===== src/rtl/grid_cursor_fsm_if.sv =====
// Command/status bundle between the board cursor controller and its user.
interface grid_cursor_fsm_if #(
  parameter int ROWS = 3,
  parameter int COLS = 3
);
  localparam int N  = ROWS * COLS;
  localparam int PW = (N > 1) ? $clog2(N) : 1;
  localparam int RW = (ROWS > 1) ? $clog2(ROWS) : 1;
  localparam int CW = (COLS > 1) ? $clog2(COLS) : 1;

  logic          cmd_valid;
  logic [2:0]    cmd;
  logic [PW-1:0] cmd_pos;
  logic          skip_en;
  logic [N-1:0]  occupied;
  logic          cmd_ready;
  logic          busy;
  logic [PW-1:0] pos;
  logic [RW-1:0] row;
  logic [CW-1:0] col;
  logic          wrapped;
  logic          none_free;

  modport master (
    output cmd_valid, cmd, cmd_pos, skip_en, occupied,
    input  cmd_ready, busy, pos, row, col, wrapped, none_free
  );

  modport slave (
    input  cmd_valid, cmd, cmd_pos, skip_en, occupied,
    output cmd_ready, busy, pos, row, col, wrapped, none_free
  );
endinterface


===== src/rtl/grid_cursor_fsm.sv =====
// Board cursor controller: linear/2-D moves, direct load and a free-cell hunt.
//
//  state  | meaning
//  -------+-------------------------------------------------------------
//  IDLE   | accepting commands; plain moves and loads commit in 1 cycle
//  SEARCH | skip hunt in progress, one candidate cell checked per cycle
module grid_cursor_fsm #(
  parameter int ROWS = 3,
  parameter int COLS = 3,
  parameter int WRAP = 1
) (
  input  logic             clk,
  input  logic             rst,
  grid_cursor_fsm_if.slave bus
);
  localparam int N  = ROWS * COLS;
  localparam int PW = (N > 1) ? $clog2(N) : 1;
  localparam int RW = (ROWS > 1) ? $clog2(ROWS) : 1;
  localparam int CW = (COLS > 1) ? $clog2(COLS) : 1;

  localparam logic [2:0] CMD_NEXT  = 3'd0;
  localparam logic [2:0] CMD_PREV  = 3'd1;
  localparam logic [2:0] CMD_UP    = 3'd2;
  localparam logic [2:0] CMD_DOWN  = 3'd3;
  localparam logic [2:0] CMD_LEFT  = 3'd4;
  localparam logic [2:0] CMD_RIGHT = 3'd5;
  localparam logic [2:0] CMD_LOAD  = 3'd6;

  typedef enum logic {IDLE = 1'b0, SEARCH = 1'b1} state_t;

  state_t        state_q, state_d;
  logic [PW-1:0] pos_q, pos_d;
  logic [RW-1:0] row_q, row_d;
  logic [CW-1:0] col_q, col_d;
  logic [PW-1:0] cand_q, cand_d;
  logic [PW:0]   cnt_q, cnt_d;
  logic          cand_ok_q, cand_ok_d;
  logic          pwrap_q, pwrap_d;
  logic          fwd_q, fwd_d;
  logic          busy_q, busy_d;
  logic          wrapped_q, wrapped_d;
  logic          none_free_q, none_free_d;
  logic [N-1:0]  occ_sh;

  // True when p is the last cell in the direction of travel.
  function automatic logic at_edge(input logic [PW-1:0] p, input logic fwd);
    return fwd ? (p == PW'(N - 1)) : (p == '0);
  endfunction

  // One linear step, always wrapping; callers decide whether wrapping is allowed.
  function automatic logic [PW-1:0] lin_step(input logic [PW-1:0] p, input logic fwd);
    if (at_edge(p, fwd)) return fwd ? '0 : PW'(N - 1);
    return fwd ? (p + PW'(1)) : (p - PW'(1));
  endfunction

  function automatic logic [PW-1:0] rc2pos(input int r, input int c);
    return PW'(r * COLS + c);
  endfunction

  // Occupancy of the current candidate, read live from the mask.
  assign occ_sh = bus.occupied >> cand_q;

  // Next-state and move arithmetic.
  always_comb begin
    state_d     = state_q;
    pos_d       = pos_q;
    cand_d      = cand_q;
    cnt_d       = cnt_q;
    cand_ok_d   = cand_ok_q;
    pwrap_d     = pwrap_q;
    fwd_d       = fwd_q;
    wrapped_d   = 1'b0;
    none_free_d = 1'b0;
    unique case (state_q)
      IDLE: begin
        if (bus.cmd_valid) begin
          unique case (bus.cmd)
            CMD_NEXT, CMD_PREV: begin
              fwd_d = (bus.cmd == CMD_NEXT);
              if (bus.skip_en) begin
                // With no legal first candidate the hunt still costs one cycle
                // and ends in none_free, keeping busy timing uniform.
                state_d   = SEARCH;
                cand_d    = lin_step(pos_q, fwd_d);
                cnt_d     = (PW+1)'(1);
                pwrap_d   = at_edge(pos_q, fwd_d);
                cand_ok_d = (N > 1) && ((WRAP != 0) || !at_edge(pos_q, fwd_d));
              end else if (!at_edge(pos_q, fwd_d) || (WRAP != 0)) begin
                pos_d     = lin_step(pos_q, fwd_d);
                wrapped_d = at_edge(pos_q, fwd_d);
              end
            end
            CMD_UP: begin
              if (row_q != '0) pos_d = rc2pos(int'(row_q) - 1, int'(col_q));
              else if (WRAP != 0) begin
                pos_d     = rc2pos(ROWS - 1, int'(col_q));
                wrapped_d = 1'b1;
              end
            end
            CMD_DOWN: begin
              if (row_q != RW'(ROWS - 1)) pos_d = rc2pos(int'(row_q) + 1, int'(col_q));
              else if (WRAP != 0) begin
                pos_d     = rc2pos(0, int'(col_q));
                wrapped_d = 1'b1;
              end
            end
            CMD_LEFT: begin
              if (col_q != '0) pos_d = rc2pos(int'(row_q), int'(col_q) - 1);
              else if (WRAP != 0) begin
                pos_d     = rc2pos(int'(row_q), COLS - 1);
                wrapped_d = 1'b1;
              end
            end
            CMD_RIGHT: begin
              if (col_q != CW'(COLS - 1)) pos_d = rc2pos(int'(row_q), int'(col_q) + 1);
              else if (WRAP != 0) begin
                pos_d     = rc2pos(int'(row_q), 0);
                wrapped_d = 1'b1;
              end
            end
            CMD_LOAD: begin
              if (int'(bus.cmd_pos) < N) pos_d = bus.cmd_pos;
            end
            default: ;
          endcase
        end
      end
      SEARCH: begin
        if (cand_ok_q && !occ_sh[0]) begin
          pos_d     = cand_q;
          wrapped_d = pwrap_q;
          state_d   = IDLE;
        end else if (!cand_ok_q || (cnt_q == (PW+1)'(N - 1)) ||
                     ((WRAP == 0) && at_edge(cand_q, fwd_q))) begin
          none_free_d = 1'b1;
          state_d     = IDLE;
        end else begin
          pwrap_d = pwrap_q | at_edge(cand_q, fwd_q);
          cand_d  = lin_step(cand_q, fwd_q);
          cnt_d   = cnt_q + (PW+1)'(1);
        end
      end
      default: state_d = IDLE;
    endcase
    busy_d = (state_d == SEARCH);
    row_d  = RW'(int'(pos_d) / COLS);
    col_d  = CW'(int'(pos_d) % COLS);
  end

  // State and registered outputs; reset abandons any hunt without pulses.
  always_ff @(posedge clk or posedge rst) begin
    if (rst) begin
      state_q     <= IDLE;
      pos_q       <= '0;
      row_q       <= '0;
      col_q       <= '0;
      cand_q      <= '0;
      cnt_q       <= '0;
      cand_ok_q   <= 1'b0;
      pwrap_q     <= 1'b0;
      fwd_q       <= 1'b0;
      busy_q      <= 1'b0;
      wrapped_q   <= 1'b0;
      none_free_q <= 1'b0;
    end else begin
      state_q     <= state_d;
      pos_q       <= pos_d;
      row_q       <= row_d;
      col_q       <= col_d;
      cand_q      <= cand_d;
      cnt_q       <= cnt_d;
      cand_ok_q   <= cand_ok_d;
      pwrap_q     <= pwrap_d;
      fwd_q       <= fwd_d;
      busy_q      <= busy_d;
      wrapped_q   <= wrapped_d;
      none_free_q <= none_free_d;
    end
  end

  assign bus.pos       = pos_q;
  assign bus.row       = row_q;
  assign bus.col       = col_q;
  assign bus.busy      = busy_q;
  assign bus.cmd_ready = ~busy_q;
  assign bus.wrapped   = wrapped_q;
  assign bus.none_free = none_free_q;
endmodule


===== src/flat_wrapper.sv =====
// flat-port wrapper written by rule: the top's interface ports become plain ports
module grid_cursor_fsm_flat 
#(
  parameter int ROWS = 3,
  parameter int COLS = 3,
  parameter int WRAP = 1
)
  (clk, rst, bus_cmd_valid, bus_cmd, bus_cmd_pos, bus_skip_en, bus_occupied, bus_cmd_ready, bus_busy, bus_pos, bus_row, bus_col, bus_wrapped, bus_none_free);
  grid_cursor_fsm_if #(.ROWS(ROWS), .COLS(COLS)) bus_i ();
  input  logic clk;
  input  logic rst;
  input wire logic [$bits(bus_i.cmd_valid)-1:0] bus_cmd_valid;
  input wire logic [$bits(bus_i.cmd)-1:0] bus_cmd;
  input wire logic [$bits(bus_i.cmd_pos)-1:0] bus_cmd_pos;
  input wire logic [$bits(bus_i.skip_en)-1:0] bus_skip_en;
  input wire logic [$bits(bus_i.occupied)-1:0] bus_occupied;
  output wire logic [$bits(bus_i.cmd_ready)-1:0] bus_cmd_ready;
  output wire logic [$bits(bus_i.busy)-1:0] bus_busy;
  output wire logic [$bits(bus_i.pos)-1:0] bus_pos;
  output wire logic [$bits(bus_i.row)-1:0] bus_row;
  output wire logic [$bits(bus_i.col)-1:0] bus_col;
  output wire logic [$bits(bus_i.wrapped)-1:0] bus_wrapped;
  output wire logic [$bits(bus_i.none_free)-1:0] bus_none_free;
  assign bus_i.cmd_valid = bus_cmd_valid;
  assign bus_i.cmd = bus_cmd;
  assign bus_i.cmd_pos = bus_cmd_pos;
  assign bus_i.skip_en = bus_skip_en;
  assign bus_i.occupied = bus_occupied;
  assign bus_cmd_ready = bus_i.cmd_ready;
  assign bus_busy = bus_i.busy;
  assign bus_pos = bus_i.pos;
  assign bus_row = bus_i.row;
  assign bus_col = bus_i.col;
  assign bus_wrapped = bus_i.wrapped;
  assign bus_none_free = bus_i.none_free;
  grid_cursor_fsm #(.ROWS(ROWS), .COLS(COLS), .WRAP(WRAP)) u_core (.clk(clk), .rst(rst), .bus(bus_i));
endmodule

===== config.mk =====
export PLATFORM = sky130hd
export DESIGN_NAME = grid_cursor_fsm_flat
export DESIGN_NICKNAME = d
export VERILOG_FILES = /design/src/rtl/grid_cursor_fsm_if.sv /design/src/rtl/grid_cursor_fsm.sv /design/src/flat_wrapper.sv
export SDC_FILE = /design/constraint.sdc
export NUM_CORES = 1
export LEC_CHECK = 0
export ABC_AREA = 0
export BUFFER_PORTS_ARGS = -buffer_cell sky130_fd_sc_hd__buf_2
export CAP_MARGIN = 20
export CORE_MARGIN = 8
export CORE_UTILIZATION = 30
export CTS_CLUSTER_SIZE = 25
export DETAILED_ROUTE_END_ITERATION = 8
export PLACE_DENSITY_LB_ADDON = 0.05
export SETUP_SLACK_MARGIN = 0.2
export SYNTH_ARGS = -nofsm -noshare
export SYNTH_HDL_FRONTEND = slang
export SYNTH_SLANG_ARGS = --single-unit

===== constraint.sdc =====
create_clock -name clk -period 7.47 [get_ports clk]
set_clock_uncertainty 0.1 [all_clocks]
set_input_delay 1.494 -clock clk [delete_from_list [all_inputs] [get_ports clk]]
set_output_delay 1.494 -clock clk [all_outputs]
set_load 0.005 [all_outputs]

; ---- Word-level counts from Yosys, hierarchy flattened
; Index checks and enable logic that the tools add are counted.
[word_totals]
ff_bits = 23
output_inout_bits = 12
wordCells = 134
input_bits = 20
[op_classes]
eq_ne = 16
magnitude_cmp = 1
shift = 1
reduce_logical = 13
multipliers = 3
n_addsub = 15
n_div = 2
bitwise_logic = 2
mux = 70
[op_table]
columns = cell, n
row1 = $mux W4, 22
row2 = $mul A32 B3 Y4 const B, 2
row3 = $mux W1, 35
row4 = $div A5 B3 Y32 const B, 1
row5 = $mod A5 B3 Y32 const B, 1
row6 = $mux W5, 5
row7 = $pmux W4 S6, 1
row8 = $pmux W4 S2, 2
row9 = $ne A2 B2 Y1 const B, 6
row10 = $pmux W5 S2, 1
row11 = $eq A3 B3 Y1 const B, 3
row12 = $shr A9 B4 Y1, 1
row13 = $add A4 B1 Y4 const B, 2
row14 = $add A4 B3 Y4, 2
row15 = $add A4 B4 Y4, 2
row16 = $eq A4 B4 Y1 const B, 2
row17 = $logic_not A4 Y1, 2
row18 = $sub A4 B1 Y4 const B, 2
row19 = $add A2 B1 Y3 const B, 2
row20 = $eq A3 B2 Y1 const B, 2
row21 = $pmux W1 S2, 3
row22 = $sub A2 B1 Y3 const B, 2
row23 = $add A5 B1 Y5 const B, 1
row24 = $eq A5 B4 Y1 const B, 1
row25 = 18 further kinds, 20

; ---- Logic depth before layout (Yosys ltp)
[depth]
word_depth = 13
ltp_mapped = 27
mapped_depth_nobuf = 25

; ---- Worst setup path before layout
; Ideal clock, no wire load.
[synth_timing]
path_type = in2reg
start = input port bus_cmd[1]
end = register u_core.col_q[1] (netlist: u_core.bus.col[1])
required_ps = 7244
t_arrival_ps = 5965
slack_ps = 1279
stages = 23
cell_sequence = buf_2 buf_1 nor3_1 inv_1 ha_1 a21oi_1 and2_1 clkbuf_1 mux2i_1 o211ai_1 o22ai_2 nand2_1 inv_1 ha_1 ha_1 inv_1 nand2_1 a22oi_1 ha_1 or4b_2 o21ai_0 o211ai_1 a311o_1
[synth_between]
elab_chain_len = 13
word_cells_on_any_way = 23
[synth_rtl]
columns = item, line
row1 = start: declaration, flat_wrapper.sv:13  ; input wire logic [$bits(bus_i.cmd)-1:0] bus_cmd;
row2 = $logic_not A3 Y1, "grid_cursor_fsm.sv:77, grid_cursor_fsm.sv:79"
row3 = $mux W1, grid_cursor_fsm.sv:47  ; return fwd ? (p == PW'(N - 1)) : (p == '0);
row4 = $mux W1, grid_cursor_fsm.sv:52  ; if (at_edge(p, fwd)) return fwd ? '0 : PW'(N - 1);
row5 = $mux W1, grid_cursor_fsm.sv:80  ; if (bus.skip_en) begin
row6 = $mux W1, grid_cursor_fsm.sv:77  ; unique case (bus.cmd)
row7 = $mux W1, grid_cursor_fsm.sv:76  ; if (bus.cmd_valid) begin
row8 = $mux W1, grid_cursor_fsm.sv:74  ; unique case (state_q)
row9 = $mux W4, grid_cursor_fsm.sv:53  ; return fwd ? (p + PW'(1)) : (p - PW'(1));
row10 = $mux W4, grid_cursor_fsm.sv:80
row11 = $pmux W4 S6 (*), grid_cursor_fsm.sv:77
row12 = $mux W4 (*), grid_cursor_fsm.sv:76
row13 = $pmux W4 S2 (*), grid_cursor_fsm.sv:74
row14 = $mod A5 B3 Y32 (*), grid_cursor_fsm.sv:147  ; col_d = CW'(int'(pos_d) % COLS);
row15 = via u_core.col_d[1], grid_cursor_fsm.sv:34  ; logic [CW-1:0] col_q, col_d;
row16 = end signal: assignment, grid_cursor_fsm.sv:169  ; col_q <= col_d;
row17 = end: declaration, grid_cursor_fsm.sv:34
; Mark *: on every way through the listed nets, which the timed path passes. The rest lies on a longest branch. The select of a mux whose other input is x is not followed.
; A chain may end at the register's enable or synchronous reset.

; ---- Worst setup path after layout
[layout_timing]
start = input port bus_cmd[0]
end = register u_core.col_q[1] (netlist: u_core.bus.col[1])
; The elaborated chain is that of the path after synthesis.

==> results.md <==
- Worst-case reg-to-reg path depth: 22
- Die Outline Area: between 0.01 and 0.015 mm²
- Pin count of the biggest net entering global routing: 27
- IR Drop Worst-Case VDD: around 0.00015 V
- Global route overflow: 0
- Status: complete, no violations
- Buffers from clock root to sink, at most: 2
- Predominant post-synthesis flop cell: dfrtp_1
- Final-report max-slew violation count: 0
- Transition at the pin with the smallest max-transition slack: 806 ps
- Asr flop ratio synth: 100%
- Number of distinct standard cells referenced by the synthesized netlist: between 60 and 70
- Number of placement rows: 34
- Core Area: approximately 0.0087 mm²
- Hold bufs inserted after CTS: 0
- EDFF count, synth: 0
- Mapped Avg Cell Area: approximately 8.2 µm²
- Worst min-delay path endpoint: u_core.cnt_q[4]$_DFFE_PP0P_
- Cell types with the largest area share after synthesis: dfrtp_1 (21%), ha_1 (13%), mux2i_1 (5.9%), nand2_1 (4.4%), inv_1 (4.2%)
- Post-synthesis cell count: approximately 330
- Post-layout total power: approximately 1.3 mW
- Placer's final routability congestion estimate: between 0.8 and 0.9
- Ant diodes: 0
- YS warnings: 0
- I/O pin total: 32
- Setup Buffers After CTS: 0
- Die extent in y: between 100 and 150 µm
- Post-route setup TNS: 0 ps
- Cell depth of the worst hold path: 1
- Drt total wl: between 7 and 8 mm
- Leak pwr: between 1 and 1.5 nW
- Critical path fanouts, max: 26
- Yosys reg bits: 23
- First DRT Iteration DRCs: 139
- Routed length per placed instance: around 17 µm
- Ranking of synthesized cells by instance count: nand2_1 (32), inv_1 (30), ha_1 (28), dfrtp_1 (23), a21oi_1 (20)
- CTS tree: done
- Number of cells upsized or downsized after cts: 0
- Count leader, synth: nand2_1
- Clock-pin slew reported for the worst setup and hold paths after clock tree synthesis: ~90 ps
- Total number of nets in the final design: around 400
- Achievable clock frequency: approximately 0.16 GHz
- RSZ-0062 raised after global routing: false
- PD cells: 433 mW/mm²
- Worst hold path class: flip-flop to flip-flop
- Share of post-route cells with drive strength above 1: between 10% and 20%
- Clock latency of the later-clocked register in the worst-skew pair: around 270 ps
- Post-detailed-placement half-perimeter wirelength: between 5 and 6 mm
- Worst endpoint required time: approximately 7500 ps
- Starting Density: 31.0%
- Period utilization: between 80% and 90%
- Post-layout util: between 30% and 40%
- Data arrival at the endpoint of the critical path: between 6000 and 7000 ps
- Count of unresolved DRC violations after routing: 0
- Number of max-capacitance violations reported: 0
- Count of antenna-violating nets left after detailed routing: 0
- Beginning of the worst register-to-register path: u_core.bus.row[0]$_DFF_PP0_
- Deepest level of the CTS H-tree: 1
- TritonRoute pass-1 iters: 4
- Root cell of the clock tree: clkbuf_8
- Port bufs: 31
- Nets in the synthesized netlist: 380
- Min-delay src: u_core.cnt_q[4]$_DFFE_PP0P_
- Category of the worst setup path capture point: flip-flop
- Number of sinks on the clock net: 23
- Critical path launch point type: input port
- Vias after detailed routing: 2,439
- Relative max-transition margin: about 46%
- Global-route usage over all layers: 12.1%
- Sequential fraction of the synthesis area: 21.3%
- Via count of the first global-routing pass: 2,347
- Final Hold Violating Endpoints: 0
- Worst r2r dst: u_core.bus.col[1]$_DFF_PP0_
- CP Class: input port to flip-flop
- Minimum clock period: 6370 ps
- Vias per inst: ~5.3
- Area growth from synthesis to layout: 10.8%
- Antenna violations before repair: 0
- Setup-violating endpoint count in the final report: 0
- Global-route wire length before repair: approximately 13 mm
- Cell accounting for the most synthesized area: dfrtp_1
- Synthesized cell area: roughly 0.0027 mm²
- Setup slack of the worst register-to-register path: 1290 ps
- Clock buffer count from CTS: 3
- Synth top area share: between 20% and 30%
- Chip width: around 110 µm
[where the power goes]
part / switching, mW / internal [mW] / total, mW / leakage (nW)
registers: 0.0993 / 0.172 / 0.271 / 0.280
clock network: 0.0456 / 0.0378 / 0.0834 / 0.0217
logic: 0.528 / 0.416 / 0.944 / 1.06
total: 0.673 / 0.626 / 1.30 / 1.36
[critical path, cell delays in order]
cell	delay, ps
buf_2	240
nor3_1	580
inv_1	140
ha_1	350
a21oi_1	180
and2_1	280
mux2i_1	210
o211ai_1	140
o22ai_2	360
or2_0	360
ha_1	250
inv_1	70
nand2_1	70
a22oi_1	90
ha_1	220
or4b_2	670
o21ai_0	270
o211ai_1	120
a311o_1	320
[worst max-delay path by stage]
stage,from,end,slack (ps),depth (start not counted)
floorplan,bus_cmd[1],u_core.bus.col[1]$_DFF_PP0_,1280,23
global placement,bus_cmd[0],u_core.bus.col[1]$_DFF_PP0_,1060,21
detailed placement,bus_cmd[0],u_core.bus.col[1]$_DFF_PP0_,900,19
CTS,bus_cmd[0],u_core.bus.col[1]$_DFF_PP0_,1220,19
global route,bus_cmd[0],u_core.bus.col[1]$_DFF_PP0_,880,21
finish,bus_cmd[0],u_core.bus.col[1]$_DFF_PP0_,1100,19
[through the flow]
stage	std cells	hold slack (ps)	setup slack [ps]	area, µm²
finish	456	395	1100	3000
global route	456	426	875	3000
CTS	454	400	1220	2960
detailed placement	450	386	904	2910
global placement	450	390	1060	2910
floorplan	328	344	1280	2710
[cell families after synthesis]
family / count (synthesis) / synth area share (%)
buf+inv: 48 / 7.31
fa+ha+maj: 33 / 16.3
compound gates: 98 / 26.6
simple gates: 99 / 18.8
xor+xnor: 10 / 3.24
mux: 17 / 6.48
flops: 23 / 21.3
[placed cells by master (no fill, tap or decap), drive strengths merged, types with 3 or more instances in the layout]
master,synthesis,routed
buf,10,33
nand2,32,32
inv,30,30
ha,28,28
dfrtp,23,23
a21oi,20,20
o21ai,18,18
mux2i,16,16
nor2,14,14
nor3,12,12
nor2b,7,7
xor2,7,7
o21a,7,7
nand2b,6,6
nand3,6,6
o211ai,6,6
o31ai,6,6
a31oi,4,4
a211oi,4,4
fa,4,4
o22ai,4,4
a311oi,4,4
xnor2,3,3
nand4,3,3
clkbuf,7,3
a22oi,3,3
[area by class of cell]
class	count	area, µm²
clock buffers	3	41.3
clock inverters	1	7.51
fillers	903	5720
inverters	31	116
multi-input cells	257	1930
flip-flops and latches	23	576
well taps	108	135
repair buffers	33	190
[routing by layer]
metal  vias to the layer above  routed length, µm  GRT usage (%)
met5                         -                  0              0
met4                         0                 68           2.16
met3                         6                364           2.60
met2                        57               3310           18.2
met1                      1131               3940           17.2
li1                       1245                  -              -
[sequential cells by signal, indices dropped and copies added (netlist names), 2 cells and up]
name	count
u_core.cnt_q	5
u_core.bus.pos	4
u_core.cand_q	4
u_core.bus.col	2
u_core.bus.row	2
(Power assumes the default switching activity.)
